`src/rtl/fetch_stream.sv`:
```
// Pipelined Y86-64 fetch: wide reads into a circular byte queue and variable-length decode at the head.
// Fields are decoded combinationally from the queue head; requests and addresses are registered.
module fetch_stream #(
  parameter int unsigned MEM_BYTES   = 2048,
  parameter int unsigned FETCH_BYTES = 4,
  parameter int unsigned QUEUE_BYTES = 16,
  parameter logic [63:0] RESET_PC    = 64'd0
) (
  input  logic                     clk,
  input  logic                     rst_n,
  input  logic                     redirect,
  input  logic [63:0]              redirect_pc,
  output logic                     imem_req,
  output logic [63:0]              imem_addr,
  input  logic [8*FETCH_BYTES-1:0] imem_rdata,
  output logic                     out_valid,
  input  logic                     out_ready,
  output logic [63:0]              pc,
  output logic [3:0]               icode,
  output logic [3:0]               ifun,
  output logic [3:0]               rA,
  output logic [3:0]               rB,
  output logic [63:0]              valC,
  output logic [63:0]              valP,
  output logic                     inst_valid,
  output logic                     imem_er,
  output logic                     hlt_er
);

  localparam int QW = $clog2(QUEUE_BYTES);
  localparam int CW = QW + 1;
  localparam logic [63:0]   MEM_END = 64'(MEM_BYTES);
  localparam logic [CW-1:0] FB_C    = CW'(FETCH_BYTES);
  localparam logic [CW+1:0] FB_W    = (CW+2)'(FETCH_BYTES);
  localparam logic [CW+1:0] QB_W    = (CW+2)'(QUEUE_BYTES);

  typedef enum logic {S_RUN, S_STOP} state_t;

  state_t        state_q, state_d;
  logic [QW-1:0] head_q, head_d, tail_q, tail_d;
  logic [CW-1:0] count_q, count_d, pop_n;
  logic          beat_q, beat_d, rvld_q, rvld_d, req_q, req_d;
  logic [63:0]   addr_q, addr_d, rd_addr_q;
  logic [63:0]   fetch_pc_q, fetch_pc_d, dec_pc_q, dec_pc_d, fetch_base;
  logic [CW+1:0] need;
  logic [7:0]    qmem_q [QUEUE_BYTES];

  logic [7:0] b [10];
  logic [3:0] len;
  logic       legal, pc_oob, run_ok, xfer, push;

  always_comb begin
    for (int i = 0; i < 10; i++) b[i] = qmem_q[head_q + QW'(i)];
  end

  always_comb begin
    len   = 4'd1;
    legal = 1'b1;
    case (b[0][7:4])
      4'h0, 4'h1, 4'h9:       len = 4'd1;
      4'h2, 4'h6, 4'hA, 4'hB: len = 4'd2;
      4'h7, 4'h8:             len = 4'd9;
      4'h3, 4'h4, 4'h5:       len = 4'd10;
      default:                legal = 1'b0;
    endcase
  end

  assign pc_oob    = dec_pc_q >= MEM_END;
  assign run_ok    = (state_q == S_RUN) && !redirect;
  assign out_valid = run_ok && (pc_oob || (count_q >= CW'(len)));
  assign xfer      = out_valid && out_ready;
  assign push      = rvld_q && run_ok;
  assign imem_req  = req_q;
  assign imem_addr = addr_q;

  always_comb begin
    pc = '0; icode = '0; ifun = '0; rA = 4'hF; rB = 4'hF;
    valC = '0; valP = '0; inst_valid = 1'b0; imem_er = 1'b0; hlt_er = 1'b0;
    if (out_valid) begin
      pc = dec_pc_q;
      if (pc_oob) begin
        valP       = dec_pc_q;
        imem_er    = 1'b1;
        inst_valid = 1'b1;
      end else begin
        icode      = b[0][7:4];
        ifun       = b[0][3:0];
        inst_valid = legal;
        valP       = dec_pc_q + 64'(len);
        imem_er    = (MEM_END - dec_pc_q) < 64'(len);
        if (len == 4'd2 || len == 4'd10) begin
          rA = b[1][7:4];
          rB = b[1][3:0];
        end
        if (len == 4'd10)     valC = {b[2], b[3], b[4], b[5], b[6], b[7], b[8], b[9]};
        else if (len == 4'd9) valC = {b[1], b[2], b[3], b[4], b[5], b[6], b[7], b[8]};
      end
      hlt_er = (icode == 4'h0) && !imem_er;
    end
  end

  // Past the end of memory, beats are generated internally (no imem_req) and land as zeros,
  // so an instruction straddling MEM_BYTES still completes and reports imem_er.
  always_comb begin
    state_d    = state_q;
    head_d     = head_q;
    tail_d     = tail_q;
    count_d    = count_q;
    dec_pc_d   = dec_pc_q;
    addr_d     = addr_q;
    beat_d     = 1'b0;
    req_d      = 1'b0;
    rvld_d     = beat_q && !redirect;
    fetch_base = redirect ? redirect_pc : fetch_pc_q;
    pop_n      = (xfer && !pc_oob) ? CW'(len) : '0;
    if (redirect) begin
      state_d  = S_RUN;
      head_d   = '0;
      tail_d   = '0;
      count_d  = '0;
      dec_pc_d = redirect_pc;
    end else begin
      if (push) tail_d = tail_q + QW'(FETCH_BYTES);
      count_d = count_q + (push ? FB_C : '0) - pop_n;
      head_d  = head_q + QW'(pop_n);
      if (xfer) begin
        dec_pc_d = valP;
        if (hlt_er || imem_er || !inst_valid) state_d = S_STOP;
      end
    end
    need       = {2'b00, count_d} + (rvld_d ? FB_W : '0) + FB_W;
    fetch_pc_d = fetch_base;
    if (state_d == S_RUN && need <= QB_W) begin
      beat_d     = 1'b1;
      req_d      = fetch_base < MEM_END;
      addr_d     = fetch_base;
      fetch_pc_d = fetch_base + 64'(FETCH_BYTES);
    end
  end

  always_ff @(posedge clk or negedge rst_n) begin
    if (!rst_n) begin
      state_q    <= S_RUN;
      head_q     <= '0;
      tail_q     <= '0;
      count_q    <= '0;
      beat_q     <= 1'b0;
      rvld_q     <= 1'b0;
      req_q      <= 1'b0;
      addr_q     <= '0;
      rd_addr_q  <= '0;
      fetch_pc_q <= RESET_PC;
      dec_pc_q   <= RESET_PC;
    end else begin
      state_q    <= state_d;
      head_q     <= head_d;
      tail_q     <= tail_d;
      count_q    <= count_d;
      beat_q     <= beat_d;
      rvld_q     <= rvld_d;
      req_q      <= req_d;
      addr_q     <= addr_d;
      rd_addr_q  <= addr_q;
      fetch_pc_q <= fetch_pc_d;
      dec_pc_q   <= dec_pc_d;
    end
  end

  always_ff @(posedge clk) begin
    if (push) begin
      for (int k = 0; k < FETCH_BYTES; k++)
        qmem_q[tail_q + QW'(k)] <= (rd_addr_q + 64'(k) >= MEM_END) ? 8'h00 : imem_rdata[8*k +: 8];
    end
  end

endmodule

```
`config.mk`:
```
export PLATFORM = sky130hd
export DESIGN_NAME = fetch_stream
export DESIGN_NICKNAME = d
export VERILOG_FILES = /design/src/rtl/fetch_stream.sv
export SDC_FILE = /design/constraint.sdc
export NUM_CORES = 1
export LEC_CHECK = 0
export ABC_AREA = 0
export CAP_MARGIN = 20
export CORE_ASPECT_RATIO = 1.4
export CORE_UTILIZATION = 38
export CTS_BUF_LIST = sky130_fd_sc_hd__clkbuf_16
export DETAILED_ROUTE_END_ITERATION = 8
export GPL_TIMING_DRIVEN = 0
export PLACE_DENSITY = 0.68
export SLEW_MARGIN = 20
export SYNTH_ARGS = -nofsm -noshare
export SYNTH_HDL_FRONTEND = slang
export SYNTH_SLANG_ARGS = --single-unit
```
`constraint.sdc`:
```
create_clock -name clk -period 9.1 [get_ports clk]
set_input_delay 1.82 -clock clk [delete_from_list [all_inputs] [get_ports clk]]
set_output_delay 1.82 -clock clk [all_outputs]
set_load 0.01 [all_outputs]
```
# Word level (Yosys, flattened, before mapping)
# Memory sizes are Yosys's and may differ from the RTL's.
# Cells that the tools add are included.
[word_totals] reg_bits=273 mem_bits_rw=128 inputBits=100 output_inout_bits=277 word_cells=133 memories=1
[classes] add_sub_neg=24 n_lt_le_gt_ge=9 n_eq_ne=14 mux=48 bitwise_logic=2 n_reduce_logical=24
[memory_table] memory="qmem_q" depth=16 word_bits=8 read_ports=10 rd_clocked_by_memory_dff=0 write_ports=4 line="46" source="logic [7:0] qmem_q [QUEUE_BYTES];"
[ops] operator="$mux W64" count=11
[ops] operator="$ge A64 B12 Y1 const B" count=5
[ops] operator="$add A64 B2 Y64 const B" count=2
[ops] operator="$add A64 B1 Y64 const B" count=1
[ops] operator="$add A64 B3 Y64 const B" count=1
[ops] operator="$add A64 B4 Y64" count=1
[ops] operator="$lt A64 B12 Y1 const B" count=1
[ops] operator="$lt A64 B4 Y1" count=1
[ops] operator="$sub A12 B64 Y64 const A" count=1
[ops] operator="$mux W4" count=15
[ops] operator="$mux W8" count=4
[ops] operator="$eq A4 B4 Y1 const B" count=6
[ops] operator="$add A4 B3 Y4 const B" count=5
[ops] operator="$add A4 B2 Y4 const B" count=4
[ops] operator="$eq A4 B3 Y1 const B" count=4
[ops] operator="$mux W1" count=14
[ops] operator="$eq A4 B2 Y1 const B" count=3
[ops] operator="$pmux W4 S3" count=1
[ops] operator="$reduce_or A12 Y1" count=1
[ops] operator="$add A4 B1 Y4 const B" count=2
[ops] operator="$add A4 B4 Y4 const B" count=2
[ops] operator="$logic_and A1 B1 Y1" count=8
[ops] operator="$logic_not A4 Y1" count=2
[ops] operator="$add A6 B3 Y7 const B" count=1
[ops] operator="16 further kinds" count=25

# Longest topological paths before layout
# An unclocked memory read counts as a cell.
[logic_depth] word_depth=19 mapped_depth=39 mapped_depth_nobuf=33

# Worst setup path after synthesis
# OpenSTA, ideal clock, no wires.
[synth_timing] kind="reg-to-reg" from="register head_q[1]" to="register addr_q[35] (netlist: imem_addr[35])" setup_time_ps=125 arrival_time_ps=7278 t_required_ps=8975 setup_slack_ps=1697 stages_incl_launch_ff=37 path_buffers=5 period_less_slack_ps=7403 path_cell_list="dfrtp_1 > buf_2 > buf_1 > buf_1 > mux4_2 > mux2_2 > mux2i_1 > or2_2 > a21oi_1 > a21o_1 > ha_1 > nand2b_1 > a211o_1 > a211oi_1 > nor3_1 > nand2_1 > nor2_1 > nand2_1 > ha_1 > ha_1 > inv_1 > fa_1 > nor2_1 > inv_1 > ha_1 > inv_1 > ha_1 > nor4b_1 > nand2_1 > o21ai_0 > nand3b_1 > a31o_2 > and2_1 > buf_6 > inv_1 > buf_2 > mux2_2"
[synth_via] elab_cells_between_ends=50 cone_classes="add/sub (3); order compare (3); eq/ne (11); mux (15); bitwise (1); reduce/logical (16); memory (1)"
[synth_lines] item="from (decl)" line="40" source="logic [QW-1:0] head_q, head_d, tail_q, tail_d;"
[synth_lines] item="from (signal assigned)" line="144" source="head_q <= '0;"
[synth_lines] item="from (signal assigned)" line="156" source="head_q <= head_d;"
[synth_lines] item="$mem_v2 Z16 W8 (*)"
[synth_lines] item="$eq A4 B2 Y1 (tied with other cells)" line="59" source="case (b[0][7:4])"
[synth_lines] item="$reduce_or A4 Y1 (tied with other cells)"
[synth_lines] item="$pmux W4 S3 (*)" line="59"
[synth_lines] item="$ge A5 B4 Y1" line="70" source="assign out_valid = run_ok && (pc_oob || (count_q >= CW'(len)));"
[synth_lines] item="$logic_or A1 B1 Y1" line="70"
[synth_lines] item="$logic_and A1 B1 Y1" line="70"
[synth_lines] item="$logic_and A1 B1 Y1" line="71" source="assign xfer = out_valid && out_ready;"
[synth_lines] item="$logic_and A1 B1 Y1" line="115" source="pop_n = (xfer && !pc_oob) ? CW'(len) : '0;"
[synth_lines] item="$mux W4 (*)" line="115"
[synth_lines] item="$sub A5 B4 Y5 (*)" line="124" source="count_d = count_q + (push ? FB_C : '0) - pop_n;"
[synth_lines] item="$mux W5 (*)" line="116" source="if (redirect) begin"
[synth_lines] item="net count_d[2]" line="41" source="logic [CW-1:0] count_q, count_d, pop_n;"
[synth_lines] item="$add A5 B3 Y6 (*)" line="131" source="need = {2'b00, count_d} + (rvld_d ? FB_W : '0) + FB_W;"
[synth_lines] item="$add A6 B3 Y7 (*)" line="131"
[synth_lines] item="$le A7 B5 Y1 (*)" line="133" source="if (state_d == S_RUN && need <= QB_W) begin"
[synth_lines] item="$logic_and A1 B1 Y1 (*)" line="133"
[synth_lines] item="to (signal assigned)" line="162" source="addr_q <= addr_d;"
[synth_lines] item="to (decl)" line="43" source="logic [63:0] addr_q, addr_d, rd_addr_q;"
# The timed path passes the listed nets; every way through them passes the cells marked *. The select of a mux whose other input is x is not followed.
# A chain may end at the register's enable or synchronous reset.

# Final worst setup path
[layout_timing] from="input redirect" to="register req_q (netlist: imem_req)"
[layout_via] elab_chain_cells=13 elab_cells_between_ends=30 cone_classes="add/sub (4); order compare (2); mux (12); bitwise (1); reduce/logical (11)"
[layout_rtl] item="from (decl)" line="11" source="input logic redirect,"
[layout_rtl] item="branches (longest 7 deep; another with $add A5 B3 Y5)"
[layout_rtl] item="$mux W5 (*)" line="116"
[layout_rtl] item="net count_d[3]" line="41"
[layout_rtl] item="$add A5 B3 Y6 (*)" line="131"
[layout_rtl] item="$add A6 B3 Y7 (*)" line="131"
[layout_rtl] item="$le A7 B5 Y1 (*)" line="133"
[layout_rtl] item="$logic_and A1 B1 Y1 (*)" line="133"
[layout_rtl] item="$mux W1 (*)" line="133"
[layout_rtl] item="net req_d" line="42" source="logic beat_q, beat_d, rvld_q, rvld_d, req_q, req_d;"
[layout_rtl] item="to (signal assigned)" line="161" source="req_q <= req_d;"
[layout_rtl] item="to (decl)" line="42"
# Mark *: on every way through the listed nets, which the timed path passes.

==> impl_metrics.csv <==
group,metric,value,unit
run_status,status,"finished clean",
logic_synthesis,simple_gate_share_of_the_synthesized_area,0.2252,
logic_synthesis,synth_edf_count,128,
setup_path,crit_required,9510,ps
setup_path,critical_path.reg2reg.endpoint,"imem_req",
sta,finalMaxSlewViolations,0,
logic_synthesis,synth_seq_cells,399,
cells_and_area,drive_above_1_share,0.1407,
power,leakagePower,12.31,nW
cells_and_area,final-instance-count-excl-fill,4538,
logic_synthesis,syn_inst,3046,
sta,hold_slack,405.0,ps
setup_path,critical_path_arrival,9290,ps
power,netSwitchingPower,3.047,mW
cells_and_area,area_growth_syn_to_layout,22.09,%
setup_path,cp_slowest_stage_delay,650,ps
logic_synthesis,ys_dominant_reg_cell,"sky130_fd_sc_hd__dfrtp_1",
cells_and_area,leading_cell_type_in_the_layout_fill_and_taps_excluded,"sky130_fd_sc_hd__clkdlybuf4s50_1",
route,total_drc_errors_in_the_routed_layout,0,
logic_synthesis,main_combinational_cell_family_by_area_after_synthesis,"simple AND/OR/NAND/NOR gates",
clock_tree,cts.reportedPaths.clkPinSlew,60,ps
power,p_int,4.151,mW
route,num_vias,28610,
route,detail_route.first_pass.iterations,6,
sta,fmax,112.6,MHz
power,clock_power_share,0.227,
setup_path,worst_setup_start_kind,"input port",
logic_synthesis,synth_xor_area_frac,0.04496,
sta,final.period_utilization,0.9755,
floorplanning,die_area,79060,um^2
setup_path,r2r-start,"head_q[0]",
power,seqPwrFrac,0.370,
logic_synthesis,synth_adder_area_share,0.01639,
route,routed_wl,136000,um
clock_tree,insertion_delay,570,ps
power,power.switching_fraction,0.4233,
sta,final.setup.tns,0,ps
floorplanning,rows,120,
run,timing.max_cap.violations,0,
sta,finalSetupViolCount,0,
logic_synthesis,post_synth_mux_area_share,0.1823,
min_path,hold_start,"imem_addr[11]",
placement,port_buffers,375,
cells_and_area,layout.cells.most_common_list,"sky130_fd_sc_hd__clkdlybuf4s50_1, sky130_fd_sc_hd__nand2_1, sky130_fd_sc_hd__nor2_1, sky130_fd_sc_hd__dfrtp_1",
logic_synthesis,synth_fp_nets,3183,
clock_tree,ctsLongestPathBuffers,3,
setup_path,critPathKind,"in -> reg",
logic_synthesis,largest_area_contributor_in_the_netlist,"sky130_fd_sc_hd__dfrtp_1",
floorplanning,die_width,237.9,um
setup_path,worst_setup_path_startpoint,"redirect",
clock_tree,clock_tree_from_tritoncts,"built",
route,avgRoutedWirePerCell,29.96,um
logic_synthesis,seq_area_frac_synth,0.3588,
sta,tightest_slew,1301,ps
power,powerDensity,199.1,nW/um^2
grt,track_usage,0.3361,
placement,dp_hpwl,109900,um
logic_synthesis,synth-warning-count,0,
clock_tree,cts_sinks,399,
placement,dpl.cell_count,4464,
logic_synthesis,synth-compound-area-share,0.1254,
setup_path,cp_max_fo,10,
route,vias_per_cell,6.305,
clock_tree,numCtsBuffers,39,
power,power.combinational.fraction,0.403,
power,peakVddDrop,0.0002335,V
sta,skew,33.42,ps
placement,gp_routability_congestion,1.030,
cells_and_area,final_util,0.4703,
logic_synthesis,async_reset_ff_frac,0.6792,
sta,max-slew-margin-rel,0.1266,
min_path,min_path_type,"reg -> reg",
logic_synthesis,synthDistinctLibCells,86,
clock_tree,htree_levels,2,
floorplanning,core-area,76870,um^2
grt,via_count_of_the_first_global_routing_pass,28260,
route,antenna_left,0,
logic_synthesis,synth.avg_cell_area,9.721,um^2
floorplanning,chipHeight,332.3,um
grt,grt_max_degree,103,
floorplanning,start_util,0.3852,
setup_path,worstRegToRegCells,35,
sta,hold_violations,0,
route,drt_first_iter_violations,3026,
sta,setup_repair_after_global_routing_missed_its_margin,"false",
logic_synthesis,synth_top_area_share,0.2290,
setup_path,critical_path.cell_chain,"buf_2, buf_2, buf_2, buf_2, buf_2, buf_2, buf_2, buf_1, clkbuf_1, buf_1, clkbuf_2, nor2_1, ha_1, nor4b_1, nand2_1, o21ai_0, nand3b_1, a31o_2, and2_1, buf_6, buf_6, buf_4, nor4_1",
grt,first_pass_grt_wire_length,194800,um
floorplanning,io-pin-count,377,
setup_path,flop2flop_setup_slack,440,ps
setup_path,slowest_stage,"sky130_fd_sc_hd__clkbuf_1",
min_path,worstHoldEndpoint,"rd_addr_q[11]",
min_path,worst_hold_path.num_cells,0,
sta,fin_crit,8877,ps
cells_and_area,design.final.nets,3605,
logic_synthesis,synth_area_leaders,"sky130_fd_sc_hd__dfrtp_1, sky130_fd_sc_hd__mux4_2, sky130_fd_sc_hd__edfxtp_1",
grt,antenna_violations_before_repair,10,
logic_synthesis,post_synth_instance_area,29610,um^2
grt,grt_overflow_total,0,
clock_tree,root_driver,"sky130_fd_sc_hd__clkbuf_16",
setup_path,cell_seen_most_often_among_critical_path_stages,"sky130_fd_sc_hd__buf_2",
setup_path,setup.worst_path.end_class,"flop",
critical path: cells and delay by family:
family / cells / cell delay (ps)
compound gates: 2 / 450
fa+ha+maj: 1 / 310
buf+inv: 14 / 5310
simple gates: 6 / 1350
timing repair:
item                       CTS  global route
hold buffers                 0             0
buffers inserted             0             1
pin swaps                    1             1
gates resized for setup     15            16
setup endpoints to repair  327           197
cloned                       0             0
area by class of cell:
class	instances	area, um^2
Clock inverter	31	270.3
Fill cell	7370	40720
Sequential cell	399	10630
Inverter	87	326.6
Tap cell	1037	1297
Antenna cell	4	10.01
Timing Repair Buffer	382	3855
Buffer	248	1085
Clock buffer	39	975.9
Multi-Input combinational cell	2311	17710
sequential cells by signal (all words and copies together), names as in the netlist:
name / flops
head_q: 4
imem_req: 1
count_q: 5
beat_q: 1
tail_q: 2
fetch_pc_q: 64
state_q: 1
rvld_q: 1
qmem_q: 128
rd_addr_q: 64
imem_addr: 64
dec_pc_q: 64
Yosys cell counts (43+ instances only):
master / count
sky130_fd_sc_hd__a21oi_1: 68
sky130_fd_sc_hd__a22oi_1: 59
sky130_fd_sc_hd__and2_1: 110
sky130_fd_sc_hd__clkbuf_1: 182
sky130_fd_sc_hd__dfrtp_1: 271
sky130_fd_sc_hd__edfxtp_1: 128
sky130_fd_sc_hd__inv_1: 81
sky130_fd_sc_hd__mux2_2: 84
sky130_fd_sc_hd__mux2i_1: 60
sky130_fd_sc_hd__mux4_2: 171
sky130_fd_sc_hd__nand2_1: 295
sky130_fd_sc_hd__nand3_1: 106
sky130_fd_sc_hd__nand4_1: 65
sky130_fd_sc_hd__nor2_1: 271
sky130_fd_sc_hd__nor3_1: 85
sky130_fd_sc_hd__nor4_1: 70
sky130_fd_sc_hd__o21ai_0: 116
sky130_fd_sc_hd__or3_1: 45
sky130_fd_sc_hd__xnor2_1: 109
sky130_fd_sc_hd__xor2_1: 43
kinds of logic after synthesis:
logic type,after synthesis
xor+xnor,152
flops,399
mux,315
fa+ha+maj,37
compound gates,540
simple gates,1267
buf+inv,336
routing by layer:
layer | track usage | vias up | share of wire
met1 | 0.3705 | 14020 | 0.35
met3 | 0.06292 | 519 | 0.079
met5 | 0 | - | 0.00049
met2 | 0.5826 | 1736 | 0.49
li1 | - | 12330 | -
met4 | 0.2306 | 10 | 0.078
per-stage QoR:
| step | setup WS (ps) | area [um^2] | power [mW] |
|---|---|---|---|
| CTS | 24.97 | 36090 | 7.121 |
| global route | 2.229 | 36150 | 7.451 |
| global placement | -5554 | 34660 | 5.488 |
| floorplan | 1697 | 29610 | 4.055 |
| detailed placement | -1025 | 34810 | 5.490 |
| finish | 222.6 | 36150 | 7.197 |
power groups by stage:
| stage | Sequential, mW | Combinational (mW) | Clock, mW |
|---|---|---|---|
| 2_1_floorplan | 2.53 | 1.53 | 0 |
| 3_3_place_gp | 2.68 | 2.81 | 0 |
| 3_5_place_dp | 2.68 | 2.81 | 0 |
| 4_1_cts | 2.65 | 2.83 | 1.64 |
| 5_1_grt | 2.70 | 3.05 | 1.71 |
| 6_report | 2.67 | 2.90 | 1.63 |
worst max path at each step:
stage / endpoint / slack [ps] / cells past startpoint
floorplan: imem_addr[35] / 1700 / 36
global placement: rd_addr_q[43] / -5550 / 1
detailed placement: imem_req / -1030 / 36
CTS: ifun[2] / 20 / 19
global route: imem_er / 2 / 20
finish: imem_req / 220 / 23
No activity file was read; power rests on OpenSTA's default activity.
